**src/rtl/addr_dec_pkg.sv**
```systemverilog
// addr_dec_pkg
//   Shared definitions for the registered address-select decoder:
//   FSM state encoding and the timeout counter width helper.
package addr_dec_pkg;

  typedef enum logic [1:0] {
    IDLE   = 2'd0,
    ACCESS = 2'd1,
    RESP   = 2'd2
  } state_e;

  // Counter wide enough to reach TIMEOUT-1; never narrower than one bit.
  function automatic int timer_w(input int timeout);
    return (timeout > 1) ? $clog2(timeout) : 1;
  endfunction

endpackage

```
**src/rtl/addr_select_decoder_timeout_counter.sv**
```systemverilog
// timeout_counter
//   Up-counter that measures how long the decoder has been waiting for a
//   slave acknowledge.
// Ports:
//   clk   in  clock, rising edge
//   rstN  in  asynchronous active-low reset
//   clr   in  synchronous clear to zero (has priority over inc)
//   inc   in  advance the count by one
//   hit   out count has reached TIMEOUT-1
module timeout_counter
  import addr_dec_pkg::*;
#(
  parameter int TIMEOUT = 16
) (
  input  logic clk,
  input  logic rstN,
  input  logic clr,
  input  logic inc,
  output logic hit
);

  localparam int CNT_W = timer_w(TIMEOUT);
  localparam logic [CNT_W-1:0] LAST = CNT_W'(TIMEOUT - 1);

  logic [CNT_W-1:0] cnt;

  always_ff @(posedge clk or negedge rstN) begin
    if (!rstN) begin
      cnt <= '0;
    end else if (clr) begin
      cnt <= '0;
    end else if (inc) begin
      cnt <= cnt + CNT_W'(1);
    end
  end

  assign hit = (cnt == LAST);

endmodule

```
**src/rtl/addr_select_decoder.sv**
```systemverilog
// addr_select_decoder
//   Registered address decoder between the control-bus master and the
//   peripheral register blocks. Turns a host address into a one-hot slave
//   select held for the whole access, waits for that slave's acknowledge and
//   returns an ok/error response (unmapped address or timeout).
// Ports:
//   clk        in   clock, rising edge
//   rstN       in   asynchronous active-low reset
//   en         in   gates acceptance of new requests only
//   reqValid   in   host request valid
//   reqReady   out  host request ready (IDLE and en)
//   reqAddr    in   host address [ADDR_W]
//   selOut     out  registered one-hot slave select [NUM_SLAVES]
//   localAddr  out  registered low address bits [REGION_W]
//   slvAck     in   per-slave acknowledge [NUM_SLAVES]
//   rspValid   out  response valid
//   rspReady   in   host response ready
//   rspErr     out  1 = unmapped address or timeout
//
// state  | meaning
// IDLE   | waiting for a request; reqReady follows en
// ACCESS | select held, waiting for ack of the selected slave or timeout
// RESP   | response presented until the host takes it
module addr_select_decoder
  import addr_dec_pkg::*;
#(
  parameter int ADDR_W     = 8,
  parameter int REGION_W   = 4,
  parameter int NUM_SLAVES = 8,
  parameter int TIMEOUT    = 16
) (
  input  logic                  clk,
  input  logic                  rstN,
  input  logic                  en,
  input  logic                  reqValid,
  output logic                  reqReady,
  input  logic [ADDR_W-1:0]     reqAddr,
  output logic [NUM_SLAVES-1:0] selOut,
  output logic [REGION_W-1:0]   localAddr,
  input  logic [NUM_SLAVES-1:0] slvAck,
  output logic                  rspValid,
  input  logic                  rspReady,
  output logic                  rspErr
);

  localparam int IDX_W = ADDR_W - REGION_W;

  state_e                state_q, state_d;
  logic [IDX_W-1:0]      req_idx;
  logic [NUM_SLAVES-1:0] dec_sel;
  logic [NUM_SLAVES-1:0] sel_q;
  logic [REGION_W-1:0]   local_q;
  logic                  rsp_err_q;
  logic                  mapped;
  logic                  accept;
  logic                  ack_hit;
  logic                  tmr_clr;
  logic                  tmr_inc;
  logic                  tmr_hit;
  logic                  access_done;

  assign req_idx = reqAddr[ADDR_W-1:REGION_W];

  // Indices at or above NUM_SLAVES decode to all-zero, which doubles as
  // the unmapped flag.
  always_comb begin
    dec_sel = '0;
    for (int i = 0; i < NUM_SLAVES; i++) begin
      if (req_idx == IDX_W'(i)) dec_sel[i] = 1'b1;
    end
  end

  assign mapped = |dec_sel;
  assign accept = reqValid & reqReady;

  // sel_q is one-hot in ACCESS, so masking filters out stray acks.
  assign ack_hit     = |(slvAck & sel_q);
  assign access_done = ack_hit | tmr_hit;

  timeout_counter #(
    .TIMEOUT (TIMEOUT)
  ) u_timeout_counter (
    .clk  (clk),
    .rstN (rstN),
    .clr  (tmr_clr),
    .inc  (tmr_inc),
    .hit  (tmr_hit)
  );

  always_ff @(posedge clk or negedge rstN) begin
    if (!rstN) begin
      state_q <= IDLE;
    end else begin
      state_q <= state_d;
    end
  end

  always_comb begin
    state_d = state_q;
    case (state_q)
      IDLE:    if (accept) state_d = mapped ? ACCESS : RESP;
      ACCESS:  if (access_done) state_d = RESP;
      RESP:    if (rspReady) state_d = IDLE;
      default: state_d = IDLE;
    endcase
  end

  // reqReady is gated by rstN so the host sees not-ready while held in reset.
  always_comb begin
    reqReady = 1'b0;
    rspValid = 1'b0;
    tmr_clr  = 1'b1;
    tmr_inc  = 1'b0;
    case (state_q)
      IDLE:   reqReady = en & rstN;
      ACCESS: begin
        tmr_clr = 1'b0;
        tmr_inc = 1'b1;
      end
      RESP:   rspValid = 1'b1;
      default: ;
    endcase
  end

  // Ack takes priority over timeout when both land in the same cycle.
  always_ff @(posedge clk or negedge rstN) begin
    if (!rstN) begin
      sel_q     <= '0;
      local_q   <= '0;
      rsp_err_q <= 1'b0;
    end else begin
      if (state_q == IDLE && accept) begin
        sel_q   <= dec_sel;
        local_q <= reqAddr[REGION_W-1:0];
        if (!mapped) rsp_err_q <= 1'b1;
      end else if (state_q == ACCESS && access_done) begin
        sel_q     <= '0;
        rsp_err_q <= ~ack_hit;
      end
    end
  end

  assign selOut    = sel_q;
  assign localAddr = local_q;
  assign rspErr    = rsp_err_q;

endmodule

```
**config.mk**
```make
export PLATFORM = sky130hd
export DESIGN_NAME = addr_select_decoder
export DESIGN_NICKNAME = d
export VERILOG_FILES = /design/src/rtl/addr_dec_pkg.sv /design/src/rtl/addr_select_decoder_timeout_counter.sv /design/src/rtl/addr_select_decoder.sv
export SDC_FILE = /design/constraint.sdc
export NUM_CORES = 1
export LEC_CHECK = 0
export CAP_MARGIN = 10
export CORE_ASPECT_RATIO = 0.7
export CORE_MARGIN = 4
export CORE_UTILIZATION = 45
export DETAILED_ROUTE_END_ITERATION = 10
export PLACE_DENSITY = 0.85
export SLEW_MARGIN = 20
export SYNTH_ARGS = -nofsm -noshare
export SYNTH_HDL_FRONTEND = slang
export SYNTH_SLANG_ARGS = --single-unit
```
**constraint.sdc**
```tcl
create_clock -name clk -period 3.35 [get_ports clk]
set_input_delay 0.8375 -clock clk [delete_from_list [all_inputs] [get_ports clk]]
set_output_delay 0.8375 -clock clk [all_outputs]
set_load 0.02 [all_outputs]
```
* Yosys cells after proc, flatten, opt, wreduce, memory -nomap -nowiden
Index checks and enable logic that the tools add are counted.
** Operators by class
- Add/sub/neg operators :: 1
- Equal/unequal tests :: 15
- Multiplexer cells :: 23
- Bitwise operators :: 5
- Reduce and logical (&&, ||, !) cells :: 9
** Operator list (number)
- == test 4 x 3 -> 1 bit, second input constant :: 4
- 2-to-1 mux 8 bit :: 2
- OR reduction 8 bit :: 2
- 2-to-1 mux 1 bit :: 14
- inequality test 2 bit, second input constant :: 5
- bitwise AND 8 bit :: 1
- == test 4 x 2 -> 1 bit, second input constant :: 2
- 2-to-1 mux 2 bit :: 4
- 2-to-1 mux 4 bit :: 2
- one-hot mux 2 bit (3 select lines) :: 1
- adder 4 x 1 -> 4 bit, second input constant :: 1
- == test 4 x 1 -> 1 bit, second input constant :: 1
- == test 4 bit, second input constant :: 1
- logical NOT 4 bit :: 1
- AND reduction 3 bit :: 1
- bitwise AND 1 bit :: 2
- == test 2 x 1 -> 1 bit, second input constant :: 1
- == test 2 bit, second input constant :: 1
- logical AND 1 bit :: 2
- logical NOT 2 bit :: 1
- AND reduction 2 bit :: 1
- nonzero test 2 bit :: 1
- inverter 1 bit :: 1
- OR 1 bit :: 1
** Word-level totals
- Bits in registers :: 19
- Input port bits :: 21
- Output and inout bits :: 15
- Word-level logic and storage cells :: 58

* Longest topological paths before layout
- Depth after elaboration :: 6
- Depth in mapped cells :: 6
- Mapped depth without buffers :: 5

* Hierarchy
Synthesis repeated with hierarchy kept, for this count alone.
** Unflattened totals
- Cells, all modules :: 87
- Area, all modules :: 943.4 um^2
** By module, submodules not included
- addr_select_decoder :: instances 1, cells each 70, area each 744.5 um^2, sequential area each 375.4 um^2
- timeout_counter :: instances 1, cells each 17, area each 198.9 um^2, sequential area each 100.1 um^2

* Least setup slack after synthesis
OpenSTA, ideal clock, no wires.
- Path type :: input to register
- From :: in en
- To :: reg sel_q[3] (netlist: selOut[3])
- Setup time :: 0.079 ns
- Data arrival time :: 2.012 ns
- Required time :: 3.271 ns
- Setup slack :: 1.259 ns
- Cell stages on the path :: 5
- Path buffers :: 1
- Cell sequence :: and4bb_1 -> nand2_2 -> buf_6 -> or4_1 -> a21oi_1
** On the way
- Word-level cells in the longest chain between the ends :: 5
- Elaborated cells between the ends (all ways) :: 6
- Classes of those cells :: 2 x mux; 2 x bitwise; 2 x reduce/logical
** Ends and longest elaborated chain
- start: declaration :: line addr_select_decoder.sv:34 : input logic en,
- bitwise AND 1 bit (*) :: line addr_select_decoder.sv:115 : IDLE: reqReady = en & rstN;
- 2-to-1 mux 1 bit (*) :: line addr_select_decoder.sv:114 : case (state_q)
- bitwise AND 1 bit (*) :: line addr_select_decoder.sv:74 : assign accept = reqValid & reqReady;
- logical AND 1 bit (*) :: line addr_select_decoder.sv:132 : if (state_q == IDLE && accept) begin
- 2-to-1 mux 8 bit or nonzero test 2 bit (tied branches)
- end signal: assignment :: line addr_select_decoder.sv:133 : sel_q <= dec_sel;
- end: declaration :: line addr_select_decoder.sv:51 : logic [NUM_SLAVES-1:0] sel_q;
Mark *: on every way between the ends. The rest lies on a longest branch, timed or not.
A chain may end at the register's enable or synchronous reset.

* Final worst setup path
- From :: in rstN
- To :: out reqReady
** On the way
- Word-level cells in the longest chain between the ends :: 2
** Ends and longest elaborated chain
- start: declaration :: line addr_select_decoder.sv:33 : input logic rstN,
- bitwise AND 1 bit :: line addr_select_decoder.sv:115
- 2-to-1 mux 1 bit :: line addr_select_decoder.sv:114
- end: declaration :: line addr_select_decoder.sv:36 : output logic reqReady,
Every way passes these cells.

==> reports/qor.yml <==
drive_gt1_share_pct: 8.40
vias: 774
root_buffer: "clkbuf_4"
syn2layout_area_growth_pct: 44.7
post_cts_buffers: 0
ys_top_cells_by_area: "dfrtp_1, mux2_2, a21oi_1, nand2_1, a22oi_1"
slew_violations: 0
hold_class: "reg2reg"
netlist.area_leader.share_pct: 53.7
relSlewSlack_pct: 52.6
wl_per_cell_um: 15.4
io_pins: 36
fmax_mhz: 325
nNetsFinal: 142
drtIter0Drc: 27
multi_input_area_sq_um: 389
clk_path_buf_depth: 2
finalHoldViolCount: 0
ctsHoldBuffers: 0
grt_antenna_before_repair: 0
period_needed_ns: 3.08
cts_tree: "yes"
maxCapViolCount: 0
setup_viol: 0
setup_tns_ns: 0
seq_area_sq_um: 475
die_w_um: 61.0
cts.reportedPaths.clkPinSlew_ns: 0.10
drtPass1Iterations: 4
critical_path_class: "in2out"
cts_resized: 0
outcome: "completed"
fillers: 152
cts_buffers: 3
cts_num_sinks: 19
skew_ns: 0.00537
grt_start_max_net_pins: 22
avgSynthCellArea_sq_um: 10.9
yosys.cell_types.count: 29
grt_pass1_vias: 808
cp_cell_sequence: "clkdlybuf4s50_1 > and4bb_1 > clkdlybuf4s50_1"
fp.coreArea_sq_um: 1850
io_buffers: 35
tightest_slew_ns: 0.711
syn_inst: 81
drc_errors: 0
synth_top_area_cell: "dfrtp_1"
grt.overflow.total: 0
synthFlopType: "dfrtp_1"
finalPower_mw: 0.763
cp_data_arrival_time_ns: 2.24
p_leak_nw: 0.544
wirelength_mm: 2.17
rsz0062_at_grt: "no"
die_h_um: 45.1
antenna_left: 0
synthTopCellsByCount: "dfrtp_1, nand2_1, a21oi_1"
synth_most_common_cell: "dfrtp_1"
crit_fanout: 3
yosysSeqAreaShare_pct: 53.7
die_area_sq_um: 2750
dpl.hpwl_mm: 1.72
gp_congestion: 0.761
cp-end-kind: "output pin"
num_rows: 13
synth_seq_cells: 19
synthArstFlopShare_pct: 100
clock_latency_ns: 0.30
yosysWarnings: 0
cpMaxStageDelayCell: "clkdlybuf4s50_1"
grt_pass1_wl_mm: 3.68
avgViaCountPerCell: 5.49
diodes: 0
max_stage_delay_ns: 0.63
power_density_nw_per_um2: 596
netlist_area_sq_um: 885
critical_path.most_common_cell: "clkdlybuf4s50_1"
critPathBufInv: 2
synth-edff-count: 0
min_period_over_period_pct: 91.9
cts-htree-levels: 1
initial_core_util_pct: 47.7
path_delay_family: "buffers and inverters"
critPathLaunchType: "primary input"
max-vdd-ir-drop_uv: 418
grt_use_total_pct: 19.0
syn_nets: 103
cp.required_ns: 2.51
final timing paths:
| check | from | endpoint | slack (ns) | cells after the start |
|---|---|---|---|---|
| setup / recovery | rstN | reqReady | 0.27 | 3 |
| hold / removal | u_timeout_counter.cnt[0]$_DFF_PN0_ | u_timeout_counter.cnt[0]$_DFF_PN0_ | 0.49 | 1 |
| max in group asynchronous | rstN | localAddr[0]$_DFFE_PN0P_ | 2.21 | 2 |
| min in group asynchronous | rstN | u_timeout_counter.cnt[1]$_DFF_PN0_ | 0.93 | 2 |
| hold reg to reg | u_timeout_counter.cnt[0]$_DFF_PN0_ | u_timeout_counter.cnt[0]$_DFF_PN0_ | 0.49 | 1 |
| setup reg to reg | state_q[0]$_DFFE_PN0P_ | selOut[2]$_DFFE_PN0P_ | 1.57 | 4 |
power breakdown:
part,leakage [nW],switching [mW],internal [mW]
registers,0.251,0.0361,0.288
clock network,0.0150,0.0677,0.0464
logic,0.278,0.157,0.168
total,0.544,0.261,0.502
routing by layer:
metal  track usage, %  wire, um  vias up
met5                0         0        -
met4             5.19        17        0
met3             8.29       238        2
met2             30.3      1010       32
met1             23.8       898      373
li1                 -         -      367
stage by stage:
stage | hold WS [ns] | std cells | utilization [%] | area, sq um | setup WS (ns)
finish | 0.490 | 141 | 69.0 | 1280 | 0.272
CTS | 0.501 | 141 | 69.0 | 1280 | 0.261
floorplan | 0.433 | 81 | - | 885 | 1.26
global placement | 0.443 | 137 | 67.6 | 1250 | 0.286
detailed placement | 0.486 | 137 | 67.6 | 1250 | 0.264
global route | 0.525 | 141 | 69.0 | 1280 | 0.192
cell usage in the layout, fill, tap and decap left out, drive strengths merged, types with 2 or more instances in the layout:
| cell | Yosys | final |
|---|---|---|
| or3 | 3 | 3 |
| nand3 | 2 | 2 |
| dfrtp | 19 | 19 |
| nand2b | 3 | 3 |
| nand2 | 10 | 10 |
| or4 | 4 | 4 |
| clkbuf | 0 | 4 |
| a22oi | 4 | 4 |
| mux2 | 5 | 5 |
| clkdlybuf4s50 | 0 | 35 |
| a21oi | 8 | 8 |
| nor2 | 5 | 5 |
worst reg2reg max path: cells and delay by family (launching register included):
| family | cells | cell delay, ns |
|---|---|---|
| DFF | 1 | 0.40 |
| AOI/OAI and AO/OA | 1 | 0.16 |
| and+or+nand+nor | 3 | 1.15 |
state kept, by name (all words and copies together) (netlist names):
| register | flops |
|---|---|
| localAddr | 4 |
| rspErr | 1 |
| selOut | 8 |
| state_q | 2 |
| u_timeout_counter.cnt | 4 |
cell type report:
type	instances	area share, %
Timing Repair Buffer	36	28.0
Sequential cell	19	37.1
Tap cell	22	2.15
Clock buffer	4	2.05
Multi-Input combinational cell	59	30.4
Inverter	1	0.293
logic make-up (layout without fill, tap and decap cells):
family,after synthesis,after routing,share of synthesized area [%]
compound gates,15,15,10.8
xor+xnor,2,2,1.98
fa+ha+maj,1,1,1.41
buf+inv,3,41,2.26
flops,19,19,53.7
mux,6,6,7.50
simple gates,35,35,22.4
Note: power is estimated with default switching activity, not from simulation.
